### src/rtl/exec_control_unit.sv
// Purpose: debounced run/stop and N-cycle step controller producing a core clock enable and stretched core reset.
// Latency: button press acts 1+DEBOUNCE_CYCLES edges after the raw level rises; outputs are registered state decodes.
// Backpressure: none; HALT is a level that forces IDLE on the next edge, and presses outside IDLE/RUN/STEP are dropped.
//
// Ports:
//   CLOCK, RESET (sync, active-low)        - clock and reset
//   EXEC, STEP                             - raw bouncy buttons (asynchronous)
//   STEP_COUNT                             - cycles per step press, latched when a STEP press is accepted
//   HALT                                   - core halt request, level
//   CLK_EN, RES_SIG, RUNNING, STEP_DONE    - core clock enable, core reset, busy flag, step-complete pulse
module exec_control_unit #(
    parameter int DEBOUNCE_CYCLES = 4,
    parameter int STEP_WIDTH      = 8,
    parameter int RES_STRETCH     = 4
) (
    input  logic                  CLOCK,
    input  logic                  RESET,
    input  logic                  EXEC,
    input  logic                  STEP,
    input  logic [STEP_WIDTH-1:0] STEP_COUNT,
    input  logic                  HALT,
    output logic                  CLK_EN,
    output logic                  RES_SIG,
    output logic                  RUNNING,
    output logic                  STEP_DONE
);

    localparam int DW = (DEBOUNCE_CYCLES > 1) ? $clog2(DEBOUNCE_CYCLES) : 1;
    localparam int RW = $clog2(RES_STRETCH + 1);
    localparam logic [DW-1:0] DB_LAST  = DW'(DEBOUNCE_CYCLES - 1);
    localparam logic [RW-1:0] RST_LOAD = RW'(RES_STRETCH);

    typedef enum logic [1:0] {
        S_RESETTING,
        S_IDLE,
        S_RUN,
        S_STEP
    } state_t;

    // Index 0 is EXEC, index 1 is STEP.
    logic [1:0]    btn_raw;
    logic [1:0]    sync1;
    logic [1:0]    sync2;
    logic [1:0]    db;
    logic [1:0]    press;
    logic [DW-1:0] db_cnt [2];

    logic exec_press;
    logic step_press;

    state_t                state;
    state_t                state_n;
    logic [RW-1:0]         rst_cnt;
    logic [RW-1:0]         rst_cnt_n;
    logic [STEP_WIDTH-1:0] step_cnt;
    logic [STEP_WIDTH-1:0] step_cnt_n;
    logic                  step_done;
    logic                  step_done_n;

    assign btn_raw = {STEP, EXEC};

    // Synchronizer and debouncer: the accepted level only follows the
    // synchronized input after DEBOUNCE_CYCLES consecutive disagreeing samples.
    always_ff @(posedge CLOCK) begin
        if (!RESET) begin
            sync1     <= '0;
            sync2     <= '0;
            db        <= '0;
            db_cnt[0] <= '0;
            db_cnt[1] <= '0;
        end else begin
            sync1 <= btn_raw;
            sync2 <= sync1;
            for (int i = 0; i < 2; i++) begin
                if (sync2[i] != db[i]) begin
                    if (db_cnt[i] == DB_LAST) begin
                        db[i]     <= sync2[i];
                        db_cnt[i] <= '0;
                    end else begin
                        db_cnt[i] <= db_cnt[i] + DW'(1);
                    end
                end else begin
                    db_cnt[i] <= '0;
                end
            end
        end
    end

    // A press is the rising acceptance, visible on the same edge db goes high.
    always_comb begin
        press = '0;
        for (int i = 0; i < 2; i++) begin
            press[i] = sync2[i] & ~db[i] & (db_cnt[i] == DB_LAST);
        end
    end

    assign exec_press = press[0];
    assign step_press = press[1];

    always_ff @(posedge CLOCK) begin
        if (!RESET) begin
            state     <= S_RESETTING;
            rst_cnt   <= RST_LOAD;
            step_cnt  <= '0;
            step_done <= 1'b0;
        end else begin
            state     <= state_n;
            rst_cnt   <= rst_cnt_n;
            step_cnt  <= step_cnt_n;
            step_done <= step_done_n;
        end
    end

    always_comb begin
        state_n     = state;
        rst_cnt_n   = rst_cnt;
        step_cnt_n  = step_cnt;
        step_done_n = 1'b0;
        case (state)
            S_RESETTING: begin
                rst_cnt_n = rst_cnt - RW'(1);
                if (rst_cnt == RW'(1)) begin
                    state_n = S_IDLE;
                end
            end
            S_IDLE: begin
                if (exec_press && !HALT) begin
                    state_n = S_RUN;
                end else if (step_press && (STEP_COUNT != '0)) begin
                    state_n    = S_STEP;
                    step_cnt_n = STEP_COUNT;
                end
            end
            S_RUN: begin
                if (HALT || exec_press) begin
                    state_n = S_IDLE;
                end
            end
            S_STEP: begin
                // Abort wins over completion and suppresses STEP_DONE.
                if (HALT || exec_press) begin
                    state_n = S_IDLE;
                end else begin
                    step_cnt_n = step_cnt - STEP_WIDTH'(1);
                    if (step_cnt == STEP_WIDTH'(1)) begin
                        state_n     = S_IDLE;
                        step_done_n = 1'b1;
                    end
                end
            end
            default: begin
                state_n = S_RESETTING;
            end
        endcase
    end

    // Enable stays high while resetting so the core's synchronous reset is seen.
    assign CLK_EN    = (state != S_IDLE);
    assign RES_SIG   = (state == S_RESETTING);
    assign RUNNING   = (state == S_RUN) || (state == S_STEP);
    assign STEP_DONE = step_done;

endmodule

### config.mk
export PLATFORM = sky130hd
export DESIGN_NAME = exec_control_unit
export DESIGN_NICKNAME = d
export VERILOG_FILES = /design/src/rtl/exec_control_unit.sv
export SDC_FILE = /design/constraint.sdc
export NUM_CORES = 1
export LEC_CHECK = 0
export BUFFER_PORTS_ARGS = -buffer_cell sky130_fd_sc_hd__buf_4
export CAP_MARGIN = 40
export CELL_PAD_IN_SITES_DETAIL_PLACEMENT = 0
export CELL_PAD_IN_SITES_GLOBAL_PLACEMENT = 2
export CORE_MARGIN = 5
export CORE_UTILIZATION = 36
export CTS_CLUSTER_DIAMETER = 100
export DETAILED_ROUTE_END_ITERATION = 16
export PLACE_DENSITY_LB_ADDON = 0.08
export REMOVE_ABC_BUFFERS = 1
export SLEW_MARGIN = 15
export SYNTH_ARGS = -nofsm -noshare
export SYNTH_HDL_FRONTEND = slang
export SYNTH_SLANG_ARGS = --single-unit
### constraint.sdc
create_clock -name CLOCK -period 4.8 [get_ports CLOCK]
set_input_delay 0 -clock CLOCK [delete_from_list [all_inputs] [get_ports CLOCK]]
set_output_delay 0 -clock CLOCK [all_outputs]
set_load 0.02 [all_outputs]
==> results_dict.tcl, run 1 <==
set metrics [dict create \
    status "finished clean" \
    routed_wl_mm 2.76 \
    insertion_delay_ns 0.31 \
    core_um2 3390 \
    slew_headroom 0.662 \
    antenna_found_initial 0 \
    met3_usage 0.0261 \
    h-tree-depth 1 \
    gp_congestion 0.742 \
    overflow 0 \
    ir_drop_mv 0.111 \
    drv_slew 0 \
    final_nets 193 \
    path_clk_slew_ns 0.13 \
    setup.worst_path.start_class "flop" \
    grtUsageMet2 0.201 \
    clock.fmax_mhz 537 \
    grt_most_used_layer "met2" \
    drt_iter0_drc 57 \
    dpl.hpwl_mm 2.03 \
    p_per_area_nw_per_um2 246 \
    async_flop_share 0 \
    placed_cells_incl_taps 210 \
    tightest_slew_ns 0.506 \
    cts_resized 0 \
    cap_violations 0 \
    cp.arrival_ns 2.07 \
    grt_max_degree 27 \
    setup_tns_ns 0 \
    yosysMostFrequentCell "dfxtp_1" \
    rsz0062_at_grt "no" \
    period_minus_slack_ns 1.86 \
    syn-mean-instance-area_um2 8.42 \
    clock_skew_ns 0.00273 \
    io_pins 17 \
    finalCritPeriodShare 0.388 \
    worst-setup-path-type "reg -> reg" \
    drive_gt1_frac 0.129 \
    met1_usage 0.149 \
    ys_types 37 \
    area_growth_pct 15.8 \
    ys_warn_count 0 \
    setup_viol 0 \
    synth_flop_cell "dfxtp_1" \
    ant_nets 0 \
    clock_path_buffers 2 \
    nFillCells 344 \
    synthTopCellsByCount "dfxtp_1, nand2_1, nor2_1" \
    netlist_instances 153 \
    post_cts_buffers 0 \
    firstDrtPassIters 4 \
    vias 1107 \
    die_height_um 69.8 \
    synth_top_area_share 0.311 \
    drc 0 \
    yosysSeqAreaShare 0.404 \
    initial_utilization 0.380 \
    yosysTopAreaCell "dfxtp_1" \
    die_w_um 69.8 \
    hold_class "in -> reg" \
    viasPerCell 5.10 \
    grt_pass1_vias 1120 \
    ys_seq_elements 24 \
    multi_input_area_um2 697 \
    fin_util 0.440 \
    cts-root-buf "clkbuf_4" \
    synth_area_um2 1290 \
    synthTopCellsByArea "dfxtp_1, edfxtp_1, ha_1" \
    grtUsageTotal 0.120 \
    hold_viol 0 \
    post_drt_wl_per_cell_um 12.7 \
    grt_pass1_wl_mm 4.82 \
    ff_latch_area_um2 520 \
    cts_buffers 3 \
    required_ns 5.01 \
    synth_edf_count 4 \
    instances_no_fill 217 \
    placement.io_buffers 16 \
    end_kind "flop" \
    cts.sinks 24 \
    rows 21 \
    die-area_um2 4880 \
    cts_tree "done" \
    critPathMaxFanout 16 \
    p_leak_nw 0.583 \
    num_antenna_cells 0 \
]
[sequential cells by signal, indices dropped and copies added (netlist names)]
name,flops
sync2,2
STEP_DONE,1
db,2
state,2
rst_cnt,3
db_cnt,4
step_cnt,8
sync1,2
[cells by family (layout without fill, tap and decap cells)]
kind of cell,count (synthesis),after routing,synth area share
buffers and inverters,19,34,0.0641
DFF,24,24,0.404
AOI/OAI and AO/OA,39,39,0.202
xor gates and xnor gates,1,1,0.00680
other,1,4,0.00291
and+or+nand+nor,61,61,0.243
adders and majority gates,8,8,0.0777
[path summary, 6_finish.rpt]
path / from / endpoint / slack, ns / cells past startpoint
max reg2reg: db_cnt[0][0] / step_cnt[0] / 2.94 / 6
max: db_cnt[0][0] / step_cnt[0] / 2.94 / 6
min: STEP_COUNT[0] / step_cnt[0] / 0.03 / 3
min reg2reg: sync1[0] / sync2[0] / 0.45 / 1
[layer usage]
layer | part of all wire | up-vias | wire length, um
li1 | - | 567 | -
met1 | 0.47 | 525 | 1300
met2 | 0.48 | 13 | 1340
met3 | 0.034 | 2 | 93
met4 | 0.0083 | 0 | 23
met5 | 0 | - | 0
[layout make-up]
type                       count  share of cell area
clock inverter                 1             0.00251
inverter                      11              0.0277
tap                           46              0.0386
clock buffer                   3              0.0151
timing repair buffer          19               0.101
multi-input combinational    113               0.467
sequential                    24               0.349
[worst max-delay path, stage by stage (launching register included)]
cell	delay (ns)
edfxtp_1	0.37
ha_1	0.26
nand2_1	0.09
or2_1	0.26
a32oi_4	0.50
o21bai_1	0.20
a21oi_1	0.09
[power by group]
part           switching [mW]  internal (mW)  total (mW)
clock                  0.0595         0.0303      0.0899
sequential            0.00752          0.215       0.222
combinational          0.0279         0.0273      0.0552
[metrics by stage]
| step | instance area (um^2) | hold WS [ns] | worst slack, ns | power (mW) |
|---|---|---|---|---|
| 6_report | 1490 | 0.0321 | 2.94 | 0.367 |
| 3_3_place_gp | 1440 | 0.208 | 3.03 | 0.279 |
| 2_1_floorplan | 1260 | 0.0762 | 3.18 | 0.259 |
| 5_1_grt | 1490 | 0.0147 | 2.81 | 0.396 |
| 4_1_cts | 1490 | 0.0153 | 2.92 | 0.377 |
| 3_5_place_dp | 1440 | 0.212 | 2.94 | 0.281 |
[layout by cell type, fill, tap and decap left out, types with 2 or more instances in the layout]
master	Yosys	layout
dlygate4sd3_1	0	3
o211ai_1	5	5
nand2_1	19	19
buf_4	0	16
dfxtp_1	20	20
clkbuf_4	0	3
nor3_1	3	3
edfxtp_1	4	4
nor4bb_1	2	2
conb_1	1	4
nor2_1	12	12
and2_1	5	5
ha_1	8	8
nor2b_1	3	3
a211oi_1	2	2
and3_1	2	2
inv_1	11	11
nor4_1	4	4
a31oi_1	2	2
nand3_1	6	6
o21ai_1	6	6
a21boi_1	2	2
a21oi_1	11	11
o21ai_0	4	4
[timing repair]
item                                    in CTS  in global routing
endpoints found under the setup margin       0                  0
hold buffers                                 3                  0
hold endpoints to repair                     3                  0
Note: power is estimated with default switching activity, not from simulation.
==> run 2: changes to the inputs <==
--- a/config.mk
+++ b/config.mk
@@ -5,12 +5,13 @@
 export SDC_FILE = /design/constraint.sdc
 export NUM_CORES = 1
 export LEC_CHECK = 0
+export ABC_AREA = 1
 export BUFFER_PORTS_ARGS = -buffer_cell sky130_fd_sc_hd__buf_4
 export CAP_MARGIN = 40
 export CELL_PAD_IN_SITES_DETAIL_PLACEMENT = 0
 export CELL_PAD_IN_SITES_GLOBAL_PLACEMENT = 2
 export CORE_MARGIN = 5
-export CORE_UTILIZATION = 36
+export CORE_UTILIZATION = 28
 export CTS_CLUSTER_DIAMETER = 100
 export DETAILED_ROUTE_END_ITERATION = 16
 export PLACE_DENSITY_LB_ADDON = 0.08
==> constraint.sdc (replaced) <==
create_clock -name CLOCK -period 1.53 [get_ports CLOCK]
set_input_delay 0 -clock CLOCK [delete_from_list [all_inputs] [get_ports CLOCK]]
set_output_delay 0 -clock CLOCK [all_outputs]
set_load 0.02 [all_outputs]
==> run 2 against run 1 <==
Effect of this change:
- cell count rose by 24%
- fmax grew 28%
- count of clock-buffer cells in the layout increased by 1
==> results_dict.tcl, run 2 <==
set metrics [dict create \
    status "finished clean" \
    dpl.hpwl_mm 2.32 \
    synth_flop_cell "dfxtp_1" \
    synth_edf_count 4 \
    ir_drop_mv 0.658 \
    ys_warn_count 0 \
    regMostFlops "step_cnt" \
    gp_congestion 0.787 \
    fin_hold_ws_ns 0.0218 \
    io_pins 17 \
    p_per_area_nw_per_um2 1570 \
    synthSimpleGateAreaFrac 0.290 \
    die_w_um 78.4 \
    insertion_delay_ns 0.27 \
    hold_viol 0 \
    synth-compound-area-share 0.132 \
    end_kind "flop" \
    placement.io_buffers 16 \
    routed_wl_mm 3.10 \
    layout_top_registers "step_cnt: 8 flops, db_cnt: 4 flops, rst_cnt: 3 flops" \
    yosysTopAreaCell "dfxtp_1" \
    ys_types 21 \
    synth_adder_area_share 0.0763 \
    p_leak_nw 0.776 \
    path_clk_slew_ns 0.09 \
    ant_nets 0 \
    clock.fmax_mhz 685 \
    synthTopCellsByCount "nand2_1, inv_1, nor2_1" \
    cts.sinks 24 \
    final_common_cell "nand2_1" \
    post_drt_wl_per_cell_um 11.5 \
    area_growth_pct 21.9 \
    num_antenna_cells 0 \
    drv_slew 0 \
    cts-root-buf "clkbuf_8" \
    drc 0 \
    power_mw 2.52 \
    synthTopCellsByArea "dfxtp_1, nand2_1, edfxtp_1" \
    grt_pass1_vias 1182 \
    rsz0062_at_grt "yes" \
    ys_seq_elements 24 \
    async_flop_share 0 \
    ff_latch_area_um2 520 \
    syn-mean-instance-area_um2 6.83 \
    yosysMostFrequentCell "nand2_1" \
    dpl_cell_area_um2 1510 \
    final_nets 239 \
    final.setup.worst_slack_ns 0.0698 \
    period_minus_slack_ns 1.46 \
    cts_buffers 3 \
    critPathMaxFanout 5 \
    finalCritPeriodShare 0.954 \
    cap_violations 0 \
    synth_top_family_by_area "simple AND/OR/NAND/NOR gates" \
    worst-setup-path-type "reg -> reg" \
    cts_tree "done" \
    cp.arrival_ns 1.67 \
    drt_iter0_drc 81 \
    multi_input_area_um2 677 \
    core_um2 4440 \
    netlist_instances 192 \
    viasPerCell 4.47 \
    die_height_um 78.4 \
    largest_reg_flops 8 \
    grtUsageTotal 0.106 \
    nFillCells 486 \
    grt_max_degree 19 \
    clock_skew_ns 0.00896 \
    synth_top_area_share 0.305 \
    vias 1203 \
    setup.worst_path.start_class "flop" \
    most-common-layout-cells "nand2_1, inv_1, nor2_1" \
    fin_util 0.360 \
    grt_pass1_wl_mm 5.24 \
    yosysSeqAreaShare 0.397 \
    die-area_um2 6150 \
    required_ns 1.74 \
    clock_path_buffers 2 \
    firstDrtPassIters 4 \
    synthMuxAreaShare 0 \
    yosys.area_share.xor_xnor 0 \
    initial_utilization 0.295 \
    hold_class "in -> reg" \
    synth_area_um2 1310 \
    antenna_found_initial 0 \
    drive_gt1_frac 0.147 \
    r2r_setup_slack_ns 0.07 \
    rows 24 \
    h-tree-depth 1 \
    final_design_area_no_fill_um2 1600 \
    overflow 0 \
    dp_slack_ns 0.0248 \
    setup_viol 0 \
]
==> run 2: cell count changes after synthesis, moves of 4 or more <==
cell,previous run,this run
o21ai_0,4,17
nand2_1,19,46
nor4_1,4,0
o211ai_1,5,0
and2_1,5,0
nor2_1,12,30
inv_1,11,30
o21ai_1,6,0
==> run 2: logic make-up after synthesis <==
| kind of cell | count (synthesis) |
|---|---|
| adders and majority gates | 8 |
| AOI/OAI and AO/OA | 33 |
| and+or+nand+nor | 91 |
| DFF | 24 |
| other | 1 |
| buffers and inverters | 35 |
==> run 2: stage by stage <==
stage               cells  TNS (ns)
CTS                   267         0
finish                269         0
detailed placement    261         0
floorplan             191         0
global route          269   -0.0511
global placement      261         0
==> run 2: final cells by class <==
type	count	area share
clock buffer	4	0.0344
inverter	31	0.0743
multi-input combinational	137	0.423
sequential	24	0.326
tap	52	0.0407
timing repair buffer	21	0.102
==> run 2: worst paths after layout <==
path,end,cells after the start,start
worst max-delay path,step_cnt[7],8,db_cnt[1][0]
worst min register to register,sync2[0],2,sync1[0]
worst max register to register,step_cnt[7],8,db_cnt[1][0]
worst min-delay path,step_cnt[2],3,STEP_COUNT[2]
==> run 2: worst max-delay path, stage by stage (launching register included) <==
cell and delay (ns):
edfxtp_1 0.41, ha_1 0.25, nand2_1 0.08, o21bai_2 0.12, nand2_2 0.09, nand2_2 0.15
buf_4 0.13, nand2_1 0.04, a21oi_1 0.13
==> run 2: power by group <==
part	internal [mW]	switching [mW]	total (mW)
clock network	0.230	0.208	0.438
logic	0.437	0.730	1.17
registers	0.782	0.131	0.913
total	1.45	1.07	2.52
==> run 2: layer usage <==
metal / up-vias / part of all wire / global-route usage
met3: 2 / 0.057 / 0.0366
met1: 527 / 0.50 / 0.130
met4: 0 / 0.0048 / 0.0210
li1: 647 / - / -
met5: - / 0 / 0
met2: 27 / 0.44 / 0.180
==> run 2: timing repair <==
action	4_1_cts	5_1_grt
endpoints found under the hold margin	2	0
setup endpoints to repair	0	8
hold buffers	2	0
resized for setup	0	4
buffers inserted	0	1
